### config.mk
export PLATFORM = sky130hd
export DESIGN_NAME = seven_segment_mux
export DESIGN_NICKNAME = d
export VERILOG_FILES = /design/src/rtl/seven_segment_pkg.sv /design/src/rtl/seg_decode.sv /design/src/rtl/seven_segment_mux.sv
export SDC_FILE = /design/constraint.sdc
export NUM_CORES = 1
export LEC_CHECK = 0
export CAP_MARGIN = 20
export CORE_UTILIZATION = 55
export DETAILED_ROUTE_END_ITERATION = 8
export PLACE_DENSITY = 0.79
export SYNTH_ARGS = -nofsm -noshare
export SYNTH_HDL_FRONTEND = slang
export SYNTH_SLANG_ARGS = --single-unit
export TNS_END_PERCENT = 20
### constraint.sdc
create_clock -name clk -period 3.4 [get_ports clk]
set_input_delay 1.02 -clock clk [delete_from_list [all_inputs] [get_ports clk]]
set_output_delay 1.02 -clock clk [all_outputs]
set_load 0.03 [all_outputs]
### src/rtl/seven_segment_pkg.sv
// Shared constants and helpers for the multiplexed seven-segment driver.
package seven_segment_pkg;

  // Segment bit positions inside the 8-bit cathode word.
  localparam int SEG_A  = 0;
  localparam int SEG_B  = 1;
  localparam int SEG_C  = 2;
  localparam int SEG_D  = 3;
  localparam int SEG_E  = 4;
  localparam int SEG_F  = 5;
  localparam int SEG_G  = 6;
  localparam int SEG_DP = 7;

  // Hex digit to segment pattern, active-high, bit 0 = a ... bit 6 = g.
  localparam logic [6:0] HEX_SEG [16] = '{
    7'h3F, 7'h06, 7'h5B, 7'h4F,
    7'h66, 7'h6D, 7'h7D, 7'h07,
    7'h7F, 7'h6F, 7'h77, 7'h7C,
    7'h39, 7'h5E, 7'h79, 7'h71
  };

  // Clock cycles spent on one digit per refresh frame.
  function automatic int calc_interval(input int clk_per, input int refr_rate,
                                       input int num_digits);
    longint den;
    den = longint'(clk_per) * longint'(refr_rate) * longint'(num_digits);
    return int'(longint'(1_000_000_000) / den);
  endfunction

  // Clock cycles per PWM sub-slot; leftover cycles of the interval are dropped.
  function automatic int calc_sub(input int interval, input int bright_bits);
    return interval >>> bright_bits;
  endfunction

endpackage

### src/rtl/seg_decode.sv
// Combinational hex nibble plus decimal point to active-high segment word.
module seg_decode
  import seven_segment_pkg::*;
(
  input  logic [3:0] nibble,
  input  logic       dp,
  output logic [7:0] segs
);

  // Table lookup for a..g, dp passed straight through.
  always_comb begin
    segs = '0;
    segs[SEG_A +: 7] = HEX_SEG[nibble];
    segs[SEG_DP]     = dp;
  end

endmodule

### src/rtl/seven_segment_mux.sv
// Multiplexed seven-segment driver: stream input with a shadow buffer that
// commits only at frame boundaries, PWM brightness, leading-zero blanking and
// selectable pin polarity.
module seven_segment_mux
  import seven_segment_pkg::*;
#(
  parameter int NUM_DIGITS         = 8,
  parameter int CLK_PER            = 10,
  parameter int REFR_RATE          = 1000,
  parameter int BRIGHT_BITS        = 4,
  parameter int ANODE_ACTIVE_LOW   = 1,
  parameter int CATHODE_ACTIVE_LOW = 1
) (
  input  logic                    clk,
  input  logic                    rst,
  input  logic                    s_tvalid,
  output logic                    s_tready,
  input  logic [NUM_DIGITS*4-1:0] s_tdata,
  input  logic [NUM_DIGITS-1:0]   s_tuser,
  input  logic [BRIGHT_BITS-1:0]  brightness,
  input  logic                    lz_blank,
  output logic [NUM_DIGITS-1:0]   anode,
  output logic [7:0]              cathode
);

  localparam int INTERVAL = calc_interval(CLK_PER, REFR_RATE, NUM_DIGITS);
  localparam int SUB      = calc_sub(INTERVAL, BRIGHT_BITS);
  localparam int SW       = (SUB > 1) ? $clog2(SUB) : 1;
  localparam int DW       = $clog2(NUM_DIGITS);

  localparam logic [SW-1:0]          SUB_LAST  = SW'(SUB - 1);
  localparam logic [DW-1:0]          DIG_LAST  = DW'(NUM_DIGITS - 1);
  localparam logic [BRIGHT_BITS-1:0] PWM_LAST  = '1;
  localparam logic [NUM_DIGITS-1:0]  ANODE_OFF = (ANODE_ACTIVE_LOW != 0) ? '1 : '0;
  localparam logic [7:0]             CATH_OFF  = (CATHODE_ACTIVE_LOW != 0) ? 8'hFF : 8'h00;

  if (SUB < 2) begin : g_sub_check
    $error("seven_segment_mux: sub-slot length %0d is below 2 cycles", SUB);
  end
  if (NUM_DIGITS < 2) begin : g_digit_check
    $error("seven_segment_mux: NUM_DIGITS must be at least 2");
  end

  logic [SW-1:0]             sub_cnt;
  logic [BRIGHT_BITS-1:0]    pwm_idx;
  logic [DW-1:0]             digit_idx;
  logic                      pending;
  logic [NUM_DIGITS*4-1:0]   shadow_data;
  logic [NUM_DIGITS-1:0]     shadow_user;
  logic [NUM_DIGITS*4-1:0]   act_data;
  logic [NUM_DIGITS-1:0]     act_user;
  logic [NUM_DIGITS-1:0]     blank;

  logic                      sub_wrap;
  logic                      pwm_wrap;
  logic                      frame_bnd;
  logic                      accept;
  logic                      commit;
  logic                      lit;
  logic [3:0]                cur_nib;
  logic                      cur_dp;
  logic [7:0]                cur_segs;
  logic [NUM_DIGITS-1:0]     mask_next;
  logic                      scanning;
  logic [NUM_DIGITS-1:0]     onehot;
  logic [NUM_DIGITS-1:0]     anode_next;
  logic [7:0]                cathode_next;

  // Rst gates ready combinationally so nothing is accepted while held in reset.
  assign s_tready = ~pending & ~rst;

  seg_decode u_seg_decode (
    .nibble (cur_nib),
    .dp     (cur_dp),
    .segs   (cur_segs)
  );

  // Counter wrap chain, handshake/commit strobes and current-digit selection.
  always_comb begin
    sub_wrap  = (sub_cnt == SUB_LAST);
    pwm_wrap  = sub_wrap && (pwm_idx == PWM_LAST);
    frame_bnd = pwm_wrap && (digit_idx == DIG_LAST);
    accept    = s_tvalid && s_tready;
    commit    = frame_bnd && pending;
    cur_nib   = act_data[{digit_idx, 2'b00} +: 4];
    cur_dp    = act_user[digit_idx];
    onehot    = NUM_DIGITS'(1) << digit_idx;
    // sub_cnt == 0 is kept dark so the previous digit cannot ghost into this one.
    lit       = !blank[digit_idx] && (pwm_idx <= brightness) && (sub_cnt != '0);
  end

  // Leading-zero mask from the shadow, scanning from the leftmost digit down.
  always_comb begin
    mask_next = '0;
    scanning  = lz_blank;
    for (int i = NUM_DIGITS - 1; i >= 1; i--) begin
      if (scanning && (shadow_data[4*i +: 4] == 4'h0) && !shadow_user[i]) begin
        mask_next[i] = 1'b1;
      end else begin
        scanning = 1'b0;
      end
    end
  end

  // Pin values for the next cycle with polarity applied.
  always_comb begin
    anode_next   = ANODE_OFF;
    cathode_next = CATH_OFF;
    if (lit) begin
      anode_next   = (ANODE_ACTIVE_LOW != 0) ? ~onehot : onehot;
      cathode_next = (CATHODE_ACTIVE_LOW != 0) ? ~cur_segs : cur_segs;
    end
  end

  // Sub-slot, PWM and digit counters.
  always_ff @(posedge clk) begin
    if (rst) begin
      sub_cnt   <= '0;
      pwm_idx   <= '0;
      digit_idx <= '0;
    end else if (sub_wrap) begin
      sub_cnt <= '0;
      if (pwm_wrap) begin
        pwm_idx   <= '0;
        digit_idx <= frame_bnd ? '0 : digit_idx + 1'b1;
      end else begin
        pwm_idx <= pwm_idx + 1'b1;
      end
    end else begin
      sub_cnt <= sub_cnt + 1'b1;
    end
  end

  // Shadow register and pending flag; accept and commit never coincide.
  always_ff @(posedge clk) begin
    if (rst) begin
      pending     <= 1'b0;
      shadow_data <= '0;
      shadow_user <= '0;
    end else if (accept) begin
      pending     <= 1'b1;
      shadow_data <= s_tdata;
      shadow_user <= s_tuser;
    end else if (commit) begin
      pending <= 1'b0;
    end
  end

  // Active buffer and blank mask change only at a frame boundary.
  always_ff @(posedge clk) begin
    if (rst) begin
      act_data <= '0;
      act_user <= '0;
      blank    <= '1;
    end else if (commit) begin
      act_data <= shadow_data;
      act_user <= shadow_user;
      blank    <= mask_next;
    end
  end

  // Registered display pins.
  always_ff @(posedge clk) begin
    if (rst) begin
      anode   <= ANODE_OFF;
      cathode <= CATH_OFF;
    end else begin
      anode   <= anode_next;
      cathode <= cathode_next;
    end
  end

endmodule

# Word-level counts from Yosys, hierarchy flattened
# Memories as Yosys holds them, arrays and structs flattened.
# Cells that the tools add are included.
# word_totals
out_inout_bits	17
elab_cells	93
reg_bits	122
inputBits	48
memories	1
rom_bits	112
# classes
n_lt_le_gt_ge	3
eq_ne	3
n_bitwise	7
n_reduce_logical	40
shifts	2
n_mux	23
addsub	3
# memory_table
memory	depth	word_bits	rd	rd_clocked_by_memory_dff	wr	line_no	text
(no name shown)	16	7	1	0	0	seg_decode.sv:13	segs[SEG_A +: 7] = HEX_SEG[nibble];
# op_table
op	count
variable part select 32 x 6 -> 4 bit	1
logical NOT 4 bit	7
logical AND 1 bit	20
2-to-1 mux 1 bit	17
inverter 8 bit	2
2-to-1 mux 7 bit	2
adder 10 x 1 -> 10 bit, second input constant	1
== test 10 bit, second input constant	1
nonzero test 10 bit	1
logical NOT 1 bit	8
left shift 1 x 3 -> 8 bit, first input constant	1
binary-select mux 1 bit (select 3 bit)	2
>= comparator 5 bit, second input constant	1
inverter 4 -> 5 bit	1
adder 4 x 1 -> 4 bit, second input constant	1
== test 4 bit, second input constant	1
less-or-equal comparator 4 bit	1
< comparator 3 x 4 -> 1 bit, second input constant	1
2-to-1 mux 4 bit	1
OR reduction 2 bit	2
adder 3 x 1 -> 3 bit, second input constant	1
== test 3 bit, second input constant	1
2-to-1 mux 3 bit	1
inverter 1 bit	3
other kinds (3)	3

# Depth between registers and ports, before layout
# logic_depth
depth_word	22
mapped_depth	10
ltp_nobuf	8

# Cells and area by module
# Synthesis repeated with hierarchy kept, for this count alone.
# unflattened
cells_unflattened	607
hier_area_um2	5557.8
# modules_own_cells
mod	area_per_inst_um2	seq_area_each_um2	instances	cells_per_inst
seven_segment_mux	5262.5	2442.3	1	573
seg_decode	295.3	0.0	1	34

# Worst setup path before layout
# OpenSTA, ideal clock, no wires.
# synth_timing
path_kind	input to register
start	in brightness[1]
end	reg anode[4]
setup_ps	136
slack_ps	670
path_stages	10
required_time_ps	3264
n_path_buf	2
arrival_ps	2594
path_cell_list	inv_1 ha_1 nor2b_1 o21a_1 o21a_1 o21ai_0 and4_1 clkbuf_1 clkbuf_1 nand3_1
# synth_via
elab_chain_cells	5
# synth_rtl
element	line_no	text
start, declared	seven_segment_mux.sv:20	input logic [BRIGHT_BITS-1:0] brightness,
less-or-equal comparator 4 bit	seven_segment_mux.sv:89	lit = !blank[digit_idx] && (pwm_idx <= brightness) && (sub_cnt != '0);
logical AND 1 bit (2 in a row)	seven_segment_mux.sv:89	
inverter 1 bit (no source line)	n/a	
OR reduction 2 bit (no source line)	n/a	
end signal, assigned	seven_segment_mux.sv:168	anode <= anode_next;
end, declared	seven_segment_mux.sv:22	output logic [NUM_DIGITS-1:0] anode,
# Every way passes these cells.
# A chain may end at the register's enable or synchronous reset.

# Worst setup path after layout
# layout_timing
start	in rst
end	out s_tready
# layout_via
elab_chain_cells	2
# layout_rtl
element	line_no	text
start, declared	seven_segment_mux.sv:15	input logic rst,
inverter 1 bit	seven_segment_mux.sv:70	assign s_tready = ~pending & ~rst;
AND 1 bit	seven_segment_mux.sv:70	
end, declared	seven_segment_mux.sv:17	output logic s_tready,
# Every way passes these cells.

==> summary.txt <==
Final Skew - 0.0114 ns
detailed-route wire length per cell - 14.0 µm
PortBufs - 64
Layout Cells excl Fill - 774
Slew @ Worst Pin - 0.868 ns
Netlist cell types - 45
final setup TNS - 0 ns
ys flop type - dfxtp_1
Worst EP arrival - 1.93 ns
slowest CP cell - clkdlybuf4s50_1
Tmin final - 2.95 ns
starting density of the core - 56.5%
synth warn - 0
area delta synth->final - 25.2%
sequential fraction of the synthesis area - 47.3%
Post-Synthesis Cells - 596
RSZ-0062 raised after global routing - false
core box area - 0.00915 mm²
hold_buf cts - 0
Boundary Pins - 65
Post-synth ARST share - 0%
CP startpoint kind - input pin
most common cell after layout, fill and taps aside - nand2_1
post-placement cell count - 742
H-tree levels - 4
clk sinks - 122
Post-DP HPWL - 7140 µm
multi-input logic area - 0.00251 mm²
Remaining DRCs - 0
Nets - 716
vias in the first global route - 4022
drt via density - 5.42
pwr dens - 544 mW/mm²
antenna viol nets, final - 0
crit-path max FO - 2
critical-path cell list - buf_2 > nor2_1 > clkdlybuf4s50_1
DR iter-0 viols - 308
gr usage total - 24.1%
CP Class - input pin to primary output
Yosys reg bits - 122
Leakage - 2.41 nW
pre-CTS setup slack - 0.306 ns
Post-CTS Resized - 0
largest net degree at the start of global routing - 99
Clock transition at path regs - 0.06 ns
worst skew pair latency - 0.53 ns
Worst path max stage delay - 0.68 ns
row count - 35
fin. max-slew vios - 0
Syn Std Cell Area - 0.00517 mm²
Tcrit/Tclk final - 86.7%
Total Wirelength - 10800 µm
commonest non-fill, non-tap cells in the layout - nand2_1 (150), dfxtp_1 (122), clkdlybuf4s50_1 (63)
layout cell share with drive strength beyond 1 - 9.35%
Die Wd - 98.9 µm
Post-CTS Setup Bufs - 0
Hold Vio Cnt, Final - 0
clock root cell - clkbuf_8
storage element area - 0.00244 mm²
syn_nets - 662
number of synthesized flops with an enable pin - 0
Antenna Cells - 0
status - finished, final reports clean
max cap viols - 0
CTS max path bufs - 2
VDD IR max - 0.297 mV
Initial DRT Pass Iterations - 5
Final Wtd Congestion - 0.799
Tightest Hold Check Type - flop to flop
Final Util - 70.7%
Filler Cells Inserted - 711
Crit. End Element - primary output
final worst setup slack - 0.453 ns
die area - 0.00979 mm²
initial antenna violation count - 0
first-pass GRT wire length - 18400 µm
total number of vias - 4194
syn avg cell area - 8.67 µm²
max_slew headroom - 42.1%
total CTS buffers - 17
endpoints failing setup - 0
total gr overflow - 0
Die Y-Extent - 98.9 µm
overall power - 0.00352 W
Crit path required time - 2.38 ns
CTS tree - yes
fmax - 339 MHz
## per-layer routing
layer	GRT usage (%)	vias to the layer above	part of all wire, %
met2	39.5	115	49
li1	-	2115	-
met5	0	-	0
met3	6.88	28	4.9
met4	10.2	0	2.3
met1	29.6	1936	44
## path summary, 6_finish.rpt
| path | from | endpoint | slack, ns | depth (start not counted) |
|---|---|---|---|---|
| worst max-delay path | rst | s_tready | 0.45 | 3 |
| worst min-delay path | act_data[31]$_SDFFE_PP0P_ | act_data[31]$_SDFFE_PP0P_ | 0.45 | 2 |
| worst max register to register | digit_idx[0]$_SDFFE_PP0P_ | act_data[5]$_SDFFE_PP0P_ | 0.92 | 8 |
| worst min register to register | act_data[31]$_SDFFE_PP0P_ | act_data[31]$_SDFFE_PP0P_ | 0.45 | 2 |
## report_power, final
group | internal (W) | switching [W] | total (W)
clock | 0.00119 | 0.000667 | 0.00186
sequential | 0.00147 | 0.0000322 | 0.00150
combinational | 0.0000881 | 0.0000725 | 0.000161
total | 0.00274 | 0.000772 | 0.00352
## layout make-up
cell class                      instances  area share (%)
Multi-Input combinational cell        421            38.7
Clock inverter                         15            3.09
Sequential cell                       122            37.8
Timing Repair Buffer                   75            11.1
Inverter                               13           0.754
Tap cell                              111            2.15
Clock buffer                           17            6.40
## sequential cells by signal, summed over array words and instances, names as in the netlist, 8 cells and up
signal	cells
shadow_data	32
cathode	8
act_data	32
shadow_user	8
anode	8
sub_cnt	10
act_user	8
blank	8
## logic make-up after synthesis
kind of cell    count (synthesis)  synth area share, %
compound gates                111                 11.9
xor+xnor                        9                 1.53
mux                            17                 6.20
fa+ha+maj                      18                 4.36
flops                         122                 47.3
simple gates                  266                 24.4
buf+inv                        53                 4.41
## synth_stat cells, types with 2 or more instances
cell type / instances / area [µm²]
o21a_1: 3 / 22.5
nand4_1: 3 / 18.8
ha_1: 18 / 225
dfxtp_1: 122 / 2440
and4_1: 3 / 26.3
o211ai_1: 2 / 15.0
xor2_1: 8 / 70.1
inv_1: 12 / 45.0
nand2_1: 150 / 563
buf_2: 2 / 10.0
and2_1: 4 / 25.0
nand3_1: 14 / 70.1
nor3_1: 3 / 15.0
o21ai_0: 46 / 230
nor4_1: 4 / 25.0
o221ai_1: 2 / 17.5
buf_6: 3 / 33.8
nor2b_1: 2 / 12.5
or4_1: 3 / 22.5
clkbuf_1: 34 / 128
nand2b_1: 41 / 257
mux2i_1: 5 / 50.1
nor2_1: 26 / 97.6
a21oi_1: 47 / 235
and3_1: 3 / 18.8
mux4_2: 12 / 270
a221o_1: 2 / 20.0
nand3b_1: 2 / 15.0
a211o_1: 4 / 35.0
## worst max-delay path, delay by kind of cell
kind | cells | cell delay (ns)
simple gates | 1 | 0.12
buf+inv | 2 | 0.79
## per-stage QoR
stage,hold slack [ns],area (µm²)
2_1_floorplan,0.422,5170
3_3_place_gp,0.433,5850
3_5_place_dp,0.444,5850
4_1_cts,0.453,6470
5_1_grt,0.477,6470
6_report,0.452,6470
No activity file was read; power rests on OpenSTA's default activity.
